### src/rtl/popcnt_arb_ctrl.sv
`default_nettype none
// ============================================================================
// Module   : popcnt_arb_ctrl
// Purpose  : Two-requester round-robin arbiter that feeds a STEP-bits-per-cycle
//            population-count sequencer with a valid/ready result channel.
// Revision : 1.0 - initial release
// ============================================================================
module popcnt_arb_ctrl #(
    parameter int WIDTH = 32,
    parameter int STEP  = 4,
    parameter int RES_W = 6
) (
    input  logic             clk,
    input  logic             reset,
    input  logic             req0_valid,
    input  logic [WIDTH-1:0] req0_data,
    output logic             req0_ready,
    input  logic             req1_valid,
    input  logic [WIDTH-1:0] req1_data,
    output logic             req1_ready,
    output logic             res_valid,
    input  logic             res_ready,
    output logic [RES_W-1:0] res_count,
    output logic             res_id,
    output logic             busy
);

    localparam int c_NSTEPS = WIDTH / STEP;
    localparam int c_SW     = $clog2(c_NSTEPS + 1);

    typedef enum logic [1:0] {
        S_IDLE  = 2'd0,
        S_COUNT = 2'd1,
        S_DONE  = 2'd2
    } state_t;

    state_t           r_state;
    logic [WIDTH-1:0] r_shift;
    logic [RES_W-1:0] r_acc;
    logic [c_SW-1:0]  r_step;
    logic             r_last_grant;
    logic             r_id;
    logic             r_res_valid;
    logic [RES_W-1:0] r_res_count;
    logic             r_res_id;

    logic             w_idle;
    logic             w_grant;
    logic             w_accept;
    logic [RES_W-1:0] w_chunk_cnt;
    logic [RES_W-1:0] w_acc_next;
    logic             w_last_step;

    assign w_idle = (r_state == S_IDLE);

    // Tie goes to whoever was not served last; a sole requester always wins.
    always_comb begin
        w_grant = 1'b0;
        if (req0_valid && req1_valid) begin
            w_grant = ~r_last_grant;
        end else begin
            w_grant = req1_valid;
        end
    end

    assign req0_ready = w_idle && !w_grant && req0_valid;
    assign req1_ready = w_idle &&  w_grant && req1_valid;
    assign w_accept   = req0_ready || req1_ready;

    always_comb begin
        w_chunk_cnt = '0;
        for (int i = 0; i < STEP; i++) begin
            w_chunk_cnt = w_chunk_cnt + RES_W'(r_shift[i]);
        end
    end

    assign w_acc_next  = r_acc + w_chunk_cnt;
    assign w_last_step = (r_step == c_SW'(c_NSTEPS - 1));

    always_ff @(posedge clk or posedge reset) begin
        if (reset) begin
            r_state      <= S_IDLE;
            r_shift      <= '0;
            r_acc        <= '0;
            r_step       <= '0;
            r_last_grant <= 1'b1;
            r_id         <= 1'b0;
            r_res_valid  <= 1'b0;
            r_res_count  <= '0;
            r_res_id     <= 1'b0;
        end else begin
            case (r_state)
                S_IDLE: begin
                    if (w_accept) begin
                        r_shift      <= w_grant ? req1_data : req0_data;
                        r_id         <= w_grant;
                        r_last_grant <= w_grant;
                        r_acc        <= '0;
                        r_step       <= '0;
                        r_state      <= S_COUNT;
                    end
                end
                S_COUNT: begin
                    r_acc   <= w_acc_next;
                    r_shift <= r_shift >> STEP;
                    r_step  <= r_step + 1'b1;
                    if (w_last_step) begin
                        r_res_count <= w_acc_next;
                        r_res_id    <= r_id;
                        r_res_valid <= 1'b1;
                        r_state     <= S_DONE;
                    end
                end
                S_DONE: begin
                    // Drain edge never overlaps an accept; IDLE is revisited first.
                    if (res_ready) begin
                        r_res_valid <= 1'b0;
                        r_state     <= S_IDLE;
                    end
                end
                default: begin
                    r_state <= S_IDLE;
                end
            endcase
        end
    end

    assign res_valid = r_res_valid;
    assign res_count = r_res_count;
    assign res_id    = r_res_id;
    assign busy      = !w_idle;

endmodule
`default_nettype wire

### config.mk
export PLATFORM = sky130hd
export DESIGN_NAME = popcnt_arb_ctrl
export DESIGN_NICKNAME = d
export VERILOG_FILES = /design/src/rtl/popcnt_arb_ctrl.sv
export SDC_FILE = /design/constraint.sdc
export NUM_CORES = 1
export LEC_CHECK = 0
export BUFFER_PORTS_ARGS = -buffer_cell sky130_fd_sc_hd__buf_2
export CAP_MARGIN = 10
export CORE_MARGIN = 1
export CORE_UTILIZATION = 58
export CTS_CLUSTER_SIZE = 28
export DETAILED_ROUTE_END_ITERATION = 6
export MAX_ROUTING_LAYER = met4
export PLACE_DENSITY = 0.89
export SLEW_MARGIN = 10
export SYNTH_ARGS = -nofsm -noshare
export SYNTH_HDL_FRONTEND = slang
export SYNTH_SLANG_ARGS = --single-unit
export TNS_END_PERCENT = 100
### constraint.sdc
create_clock -name clk -period 4.1 [get_ports clk]
set_input_delay 0.41 -clock clk [delete_from_list [all_inputs] [get_ports clk]]
set_output_delay 0.41 -clock clk [all_outputs]
set_load 0.005 [all_outputs]
After elaboration in Yosys (flattened, before gate mapping)

Index checks and enable logic that the tools add are counted.

Add/sub/neg operators: 5
Equal/unequal tests: 6
Muxes and demuxes: 15
Bitwise operators: 1
Reductions and logical operators: 16

Operators by type and width:

| cell                                          | number |
|---|---|
| 2-to-1 mux 32 bit                             | 2 |
| one-hot mux 32 bit (2 select lines)           | 1 |
| one-hot mux 6 bit (2 select lines)            | 1 |
| one-hot mux 4 bit (2 select lines)            | 1 |
| adder 6 x 4 -> 6 bit                          | 1 |
| 2-to-1 mux 2 bit                              | 3 |
| 2-to-1 mux 6 bit                              | 1 |
| one-hot mux 2 bit (3 select lines)            | 1 |
| AND reduction 2 bit                           | 3 |
| AND reduction 3 bit                           | 2 |
| logical AND 1 bit                             | 5 |
| adder 3 x 1 -> 4 bit                          | 1 |
| adder 4 x 1 -> 4 bit, second input constant   | 1 |
| == test 4 x 3 -> 1 bit, second input constant | 1 |
| 2-to-1 mux 4 bit                              | 1 |
| != test 2 bit, second input constant          | 2 |
| nonzero test 2 bit                            | 2 |
| adder 2 x 1 -> 3 bit                          | 1 |
| 2-to-1 mux 1 bit                              | 3 |
| adder 1 x 1 -> 2 bit                          | 1 |
| == test 2 x 1 -> 1 bit, second input constant | 1 |
| == test 2 bit, second input constant          | 1 |
| zero test 1 bit                               | 2 |
| zero test 2 bit                               | 1 |
| 4 further kinds                               | 4 |

Flip-flop bits (word level): 54
Input port bits: 69
Output and inout bits: 11
Word-level logic and storage cells: 52

Longest topological paths before layout

Gate-level depths: netlist of the first run.

Depth in word-level cells: 8
Gate-level depth with buffers: 6
Gate-level depth less buffers: 6

Worst setup path after synthesis of the first run

OpenSTA, ideal clock, no wires.

Kind: register -> register
From: register r_shift[0]
To: register r_res_count[4], in the netlist res_count[4]
Setup time: 125 ps
Data arrival time: 2,152 ps
Required time: 3,975 ps
Slack: 1,823 ps
Cell stages (with the launch flop): 7
Path buffers: 0
Clock period less this slack: 2,277 ps
Path through: dfrtp_1 > fa_1 > fa_1 > fa_1 > nand3_1 > xnor2_1 > mux2_2

Word-level cells in the longest chain between the ends: 4

Ends and longest elaborated chain:

| item                     | RTL line | source |
|---|---|---|
| start: declaration       | 38       | `logic [WIDTH-1:0] r_shift;` |
| start signal: assignment | 95       | `r_shift <= w_grant ? req1_data : req0_data;` |
| start signal: assignment | 105      | `r_shift <= r_shift >> STEP;` |
| adder 1 x 1 -> 2 bit     | 73       | `w_chunk_cnt = w_chunk_cnt + RES_W'(r_shift[i]);` |
| adder 2 x 1 -> 3 bit     | 73       |  |
| adder 3 x 1 -> 4 bit     | 73       |  |
| adder 6 x 4 -> 6 bit     | 77       | `assign w_acc_next = r_acc + w_chunk_cnt;` |
| end signal: assignment   | 108      | `r_res_count <= w_acc_next;` |
| end: declaration         | 44       | `logic [RES_W-1:0] r_res_count;` |

No other way between the ends.
A chain may end at the register's enable or synchronous reset.

Worst setup path in the final report of the first run

From: register r_state[0]
To: register r_res_id, in the netlist res_id

Word-level cells in the longest chain between the ends: 2

Ends and longest elaborated chain:

| item                          | RTL line | source |
|---|---|---|
| start: declaration            | 37       | `state_t r_state;` |
| start signal: assignment      | 82       | `r_state <= S_IDLE;` |
| start signal: assignment      | 100      | `r_state <= S_COUNT;` |
| start signal: assignment      | 111      | `r_state <= S_DONE;` |
| == test 2 x 1 -> 1 bit        | 92       | `case (r_state)` |
| AND reduction 2 bit (no line) | n/a      |  |
| end signal: assignment        | 109      | `r_res_id <= r_id;` |
| end: declaration              | 45       | `logic r_res_id;` |

No other way between the ends.

==> results of run 1 <==
==> metal layers <==
layer	part of all wire, %	vias to the layer above	wire (µm)
met5	0	-	0
met4	1.4	0	100
met3	4.4	10	321
met2	48	84	3540
met1	46	1267	3330
li1	-	1295	-
==> stage by stage <==
stage,cell area [µm²],power (µW)
5_1_grt,3830,2830
3_3_place_gp,3720,2220
6_report,3830,2630
4_1_cts,3830,2640
2_1_floorplan,3390,1990
3_5_place_dp,3720,2300
==> synth_stat cells, drive strengths merged, types with 7 or more instances <==
cell	n	area [µm²]
nor2b	27	169
inv	7	26.3
clkbuf	12	45.0
o21ai	44	220
nand2	18	70.1
o31ai	28	310
a21oi	7	35.0
and2	28	175
a221oi	27	387
buf	18	136
mux2i	9	90.1
dfrtp	53	1330
==> worst paths after layout <==
kind / from / slack (ns) / to
max in group asynchronous: reset / 3.30 / r_shift[22]
hold reg to reg: res_count[1] / 0.49 / res_count[1]
min in group clk: res_ready / 0.31 / r_state[1]
hold / removal: reset / 0.26 / r_acc[3]
setup / recovery: r_state[0] / 1.25 / res_id
setup reg to reg: r_state[0] / 1.25 / res_id
==> registers in the layout, indices dropped and copies added (netlist names) <==
name,count
r_shift,32
r_acc,6
res_count,6
r_step,4
r_state,2
r_id,1
r_last_grant,1
res_id,1
res_valid,1
==> area by class of cell <==
type / count / area (µm²) / area share, %
clock buffers: 8 / 110 / 2.87
repair buffers: 83 / 425 / 11.1
inverters: 7 / 27.5 / 0.718
well taps: 72 / 90.1 / 2.35
flip-flops and latches: 54 / 1350 / 35.3
multi-input cells: 231 / 1830 / 47.7
==> cells by family after synthesis <==
group / Yosys count / share of synthesized area (%)
XOR/XNOR: 3 / 0.776
adder cells (fa/ha/maj): 5 / 2.51
AO/OA/AOI/OAI: 118 / 30.7
multiplexers: 13 / 3.99
buffers and inverters: 37 / 6.13
flip-flops: 54 / 39.9
AND/OR/NAND/NOR: 92 / 15.9
==> power breakdown <==
group / leakage [µW] / total [µW] / switching (µW) / internal (µW)
clock network: 0.0000575 / 338 / 167 / 171
registers: 0.000658 / 991 / 194 / 797
logic: 0.000953 / 1310 / 725 / 580
==> critical path, cell delays in order, from the launching register on <==
cell     delay (ns)
dfrtp_1        1.00
and2b_2        0.58
buf_4          0.40
and2_1         0.36
mux2_2         0.38
==> flow_summary.toml, run 1 <==
[run_status]
outcome = "completed"

[cts]
tritoncts = "built"
root_buffer = "clkbuf_8"
hold_buffers = 0
cts_buffer_depth = 2
numClockSinks = 54
cts_resized = 0
clk_latency_ns = 0.30
numCtsBuffers = 5
htreeDepth = 2
clkSlewWorstSetupHoldPaths_ns = 0.09
cts_setup_buffers = 0

[yosys]
synthCells = 322
ys.flop_type = "dfrtp_1"
synth_nets = 396
ys_seq_area_share_pct = 39.9
ys_ff_latch = 54
avgSynthCellArea_um2 = 10.5
synth.cell_area_um2 = 3390
synth_async_sr_flop_share_pct = 100
synth-edff-count = 0
yosysUniqueCellTypes = 43
yosys_warnings = 0

[global_route]
grt_pass1_vias = 2519
grt_util_met2_pct = 40.6
grt_max_degree = 55
use_met1_pct = 35.2
grt_use_met3_pct = 3.02
grt_util_all_layers_pct = 25.9
antenna_found_initial = 0
grt_overflow_total = 0
grt_pass1_wl_mm = 12.1
grt.busiest_layer = "met2"

[floorplanning]
die_w_um = 78.4
die_h_um = 78.4
core_um2 = 5570
initial_core_util_pct = 60.7
die-area_um2 = 6150
rows = 27
pin_count = 80

[cells_and_area]
fillers = 445
syn2layout_area_growth_pct = 13.2
final_util_pct = 68.8
final_cells = 455
drive_above_1_share_pct = 37.9
layout_commonest_cell = "buf_2"
final_cell_mix = "buf_2, dfrtp_1, o21ai_0"
layout.nets = 456
diodes = 0

[route]
drt_iter0_drc = 186
ant_nets = 0
wl_per_cell_um = 16.0
vias = 2656
post_drt_via_cell_ratio = 5.84
wl_mm = 7.29
first_pass_iters = 4
route.detailed.drc = 0

[placement]
pre_cts_ws_ns = 1.30
gp_congestion = 0.832
place_inst = 447
dpl.hpwl_mm = 4.98
io_buffers = 79

[timing]
slew_headroom_pct = 32.3
layout_setup_ws_ns = 1.25
finalCritPeriodShare_pct = 69.4
worst_slew_pin_slew_ns = 1.02
min_period_ns = 2.85
setup_violations = 0
whs_ns = 0.263
fin_setup_tns_ns = 0
finalHoldViolCount = 0
rsz0062_at_grt = "false"
slew_violations = 0
clock_skew_ns = 0.00562
fmax_mhz = 351

[critical_path]
crit_required_ns = 4.29
endpoint_kind = "register"
ff2ff_path_depth = 4
path_max_fanout = 37
cp.arrival_ns = 3.04
start_kind = "register"
worstSetupPathType = "register to register"

[power]
leakage_uw = 0.00167
powerDensity_nw_per_um2 = 687
vdd_drop_max_v = 0.000433

[worst_hold_path]
min_path_type = "input port to asynchronous set/reset pin"

[job]
maxCapViolations = 0
Note: power is estimated with default switching activity, not from simulation.
==> run 2: changes to the inputs <==
- ABC_AREA: not set -> 1
- CORE_UTILIZATION: 58 -> 53
- PLACE_DENSITY: 0.89 -> 0.84
- clock period: 4.1 -> 2.86 ns (I/O delays scaled with it)
==> run 2 against run 1 <==
  * Clock-buffer cell count decreased by 3
  * Setup slack got worse by 0.73 ns
  * Via count increased by 7.3%
  * Die area decreased by 3.4%
  * Largest power group unchanged
  * Global-route usage decreased by 0.20 points
  * Final cell count increased by 19%
  * Maximum frequency increased by 22%
  * Register-to-register slack got worse by 0.73 ns
==> flow_summary.toml, run 2 <==
[run_status]
outcome = "completed"

[route]
vias = 2851
ant_nets = 0
first_pass_iters = 4
drt_iter0_drc = 208
wl_mm = 6.83
post_drt_via_cell_ratio = 5.28
wl_per_cell_um = 12.6
route.detailed.drc = 0

[yosys]
ys_seq_area_share_pct = 45.3
synth_async_sr_flop_share_pct = 100
yosysUniqueCellTypes = 25
yosysMostFrequentCell = "nand2_1"
synth_area_leaders = "dfrtp_1, nand2_1, nand3_1"
yosys.area.top_type_share_pct = 44.4
yosysTopAreaCell = "dfrtp_1"
ys.flop_type = "dfrtp_1"
ys_ff_latch = 54
yosys_warnings = 0
synth-edff-count = 0
synth_nets = 473
synth.cell_area_um2 = 2990
avgSynthCellArea_um2 = 7.49
synthCells = 399
synthTopCellsByCount = "nand2_1, nand3_1, dfrtp_1"

[cells_and_area]
diodes = 0
layout.nets = 543
largest_reg_flops = 32
layout_commonest_cell = "nand2_1"
drive_above_1_share_pct = 22.6
syn2layout_area_growth_pct = 18.1
regMostFlops = "r_shift"
design_area_um2 = 3530
fillers = 461
final_cell_mix = "nand2_1, nand3_1, buf_2"

[floorplanning]
die-area_um2 = 5940
die_w_um = 77.1
pin_count = 80
rows = 26
initial_core_util_pct = 56.7
core_um2 = 5270
die_h_um = 77.1

[critical_path]
max_stage_delay_ns = 0.49
endpoint_kind = "register"
slowest_stage = "fa_1"
worstSetupPathType = "register to register"
path_max_fanout = 2
cp.arrival_ns = 2.56
crit_required_ns = 3.08
cp_common_cell = "fa_1"
reg2reg_slack_ns = 0.53
path_buf_inv = 0
critical_path.top_delay_family = "adder cells"
path_cells = "fa_1 -> fa_1 -> fa_1 -> nand3_1 -> xor2_1 -> nand2_1 -> o21ai_0"
start_kind = "register"

[power]
switching_share_pct = 43.9
powerDensity_nw_per_um2 = 1070
leakage_uw = 0.00187
p_comb_share_pct = 50.0
vdd_drop_max_v = 0.000496
clockPowerShare_pct = 14.0
finalPower_uw = 3790
seq_power_share_pct = 36.0
p_sw_uw = 1660
intPower_uw = 2130

[timing]
finalCritPeriodShare_pct = 81.5
clock_skew_ns = 0.0154
slew_violations = 0
worst_slew_pin_slew_ns = 0.554
setup_violations = 0
fmax_mhz = 429
finalHoldViolCount = 0
layout_setup_ws_ns = 0.528
rsz0062_at_grt = "false"
slew_headroom_pct = 63.0
fin_setup_tns_ns = 0
min_period_ns = 2.33

[global_route]
grt_max_degree = 53
grt_use_met3_pct = 4.52
grt_overflow_total = 0
grt_pass1_wl_mm = 11.7
grt.busiest_layer = "met2"
use_met1_pct = 33.1
grt_util_met2_pct = 40.8
grt_pass1_vias = 2576
grt_util_all_layers_pct = 25.7
antenna_found_initial = 0

[placement]
io_buffers = 79
gp_congestion = 0.804
dpl.hpwl_mm = 4.76
pre_cts_ws_ns = 0.560
placed_area_um2 = 3400

[cts]
tritoncts = "built"
root_buffer = "clkbuf_8"
numClockSinks = 54
cts_buffer_depth = 2
htreeDepth = 2
clkSlewWorstSetupHoldPaths_ns = 0.11
numCtsBuffers = 5
clk_latency_ns = 0.32
cts_resized = 0

[worst_hold_path]
min_path_type = "input port to register"

[job]
maxCapViolations = 0
==> run 2: changes by cell type after synthesis, sizes merged, moves of 5 or more <==
cell	before	now
a221oi	27	0
and2	28	0
or2	1	24
buf	18	13
nor2b	27	0
o21ai	44	9
nand3	3	100
inv	7	18
mux2i	9	0
a21oi	7	2
o31ai	28	1
nand2	18	153
==> run 2: worst register-to-register path, delay by kind of cell, from the launching register on <==
kind / cells / cell delay [ns]
AO/OA/AOI/OAI: 1 / 0.10
flip-flops: 1 / 0.42
AND/OR/NAND/NOR: 2 / 0.18
XOR/XNOR: 1 / 0.20
adder cells (fa/ha/maj): 3 / 1.34
==> run 2: repair_timing <==
item / 4_1_cts / 5_1_grt
hold buffers: 1 / 0
endpoints found under the hold margin: 21 / 0
setup buffers: 0 / 0
==> run 2: final timing paths <==
check	cells past startpoint	end	startpoint
max	7	r_acc[4]	r_shift[0]
min	2	r_state[1]	res_ready
max reg2reg	7	r_acc[4]	r_shift[0]
min reg2reg	2	r_last_grant	r_last_grant
max in group asynchronous	4	r_shift[30]	reset
min in group asynchronous	3	res_count[0]	reset
==> run 2: per-layer routing <==
layer	routed length (µm)	part of all wire, %	vias up
met5	0	0	-
met4	129	1.9	0
met3	295	4.3	16
met2	3390	50	67
met1	3020	44	1342
li1	-	-	1426
==> run 2: power by group through the flow <==
stage / clock network (µW) / registers (µW) / logic (µW)
4_1_cts: 540 / 1360 / 1900
2_1_floorplan: 0 / 1330 / 1490
6_report: 529 / 1370 / 1890
3_3_place_gp: 0 / 1350 / 1800
5_1_grt: 573 / 1400 / 2190
3_5_place_dp: 0 / 1370 / 1890
==> run 2: logic make-up after synthesis <==
family / count (synthesis) / share of synthesized area, %
simple gates: 286 / 43.4
flops: 54 / 45.3
buf+inv: 40 / 5.78
compound gates: 12 / 2.09
fa+ha+maj: 5 / 2.85
xor+xnor: 2 / 0.587
==> run 2: cell type report <==
type / instances / area (µm²) / area share (%)
multi-input cells: 305 / 1460 / 41.4
clock inverters: 3 / 47.5 / 1.35
well taps: 70 / 87.6 / 2.48
clock buffers: 5 / 68.8 / 1.95
inverters: 18 / 67.6 / 1.91
flip-flops and latches: 54 / 1350 / 38.3
repair buffers: 85 / 443 / 12.6
==> run 2: metrics by stage <==
step,utilization (%),cells,hold WS [ns]
global route,67.0,540,0.180
floorplan,-,399,0.372
global placement,64.6,531,0.327
CTS,67.0,540,0.155
detailed placement,64.6,531,0.329
finish,67.0,540,0.159
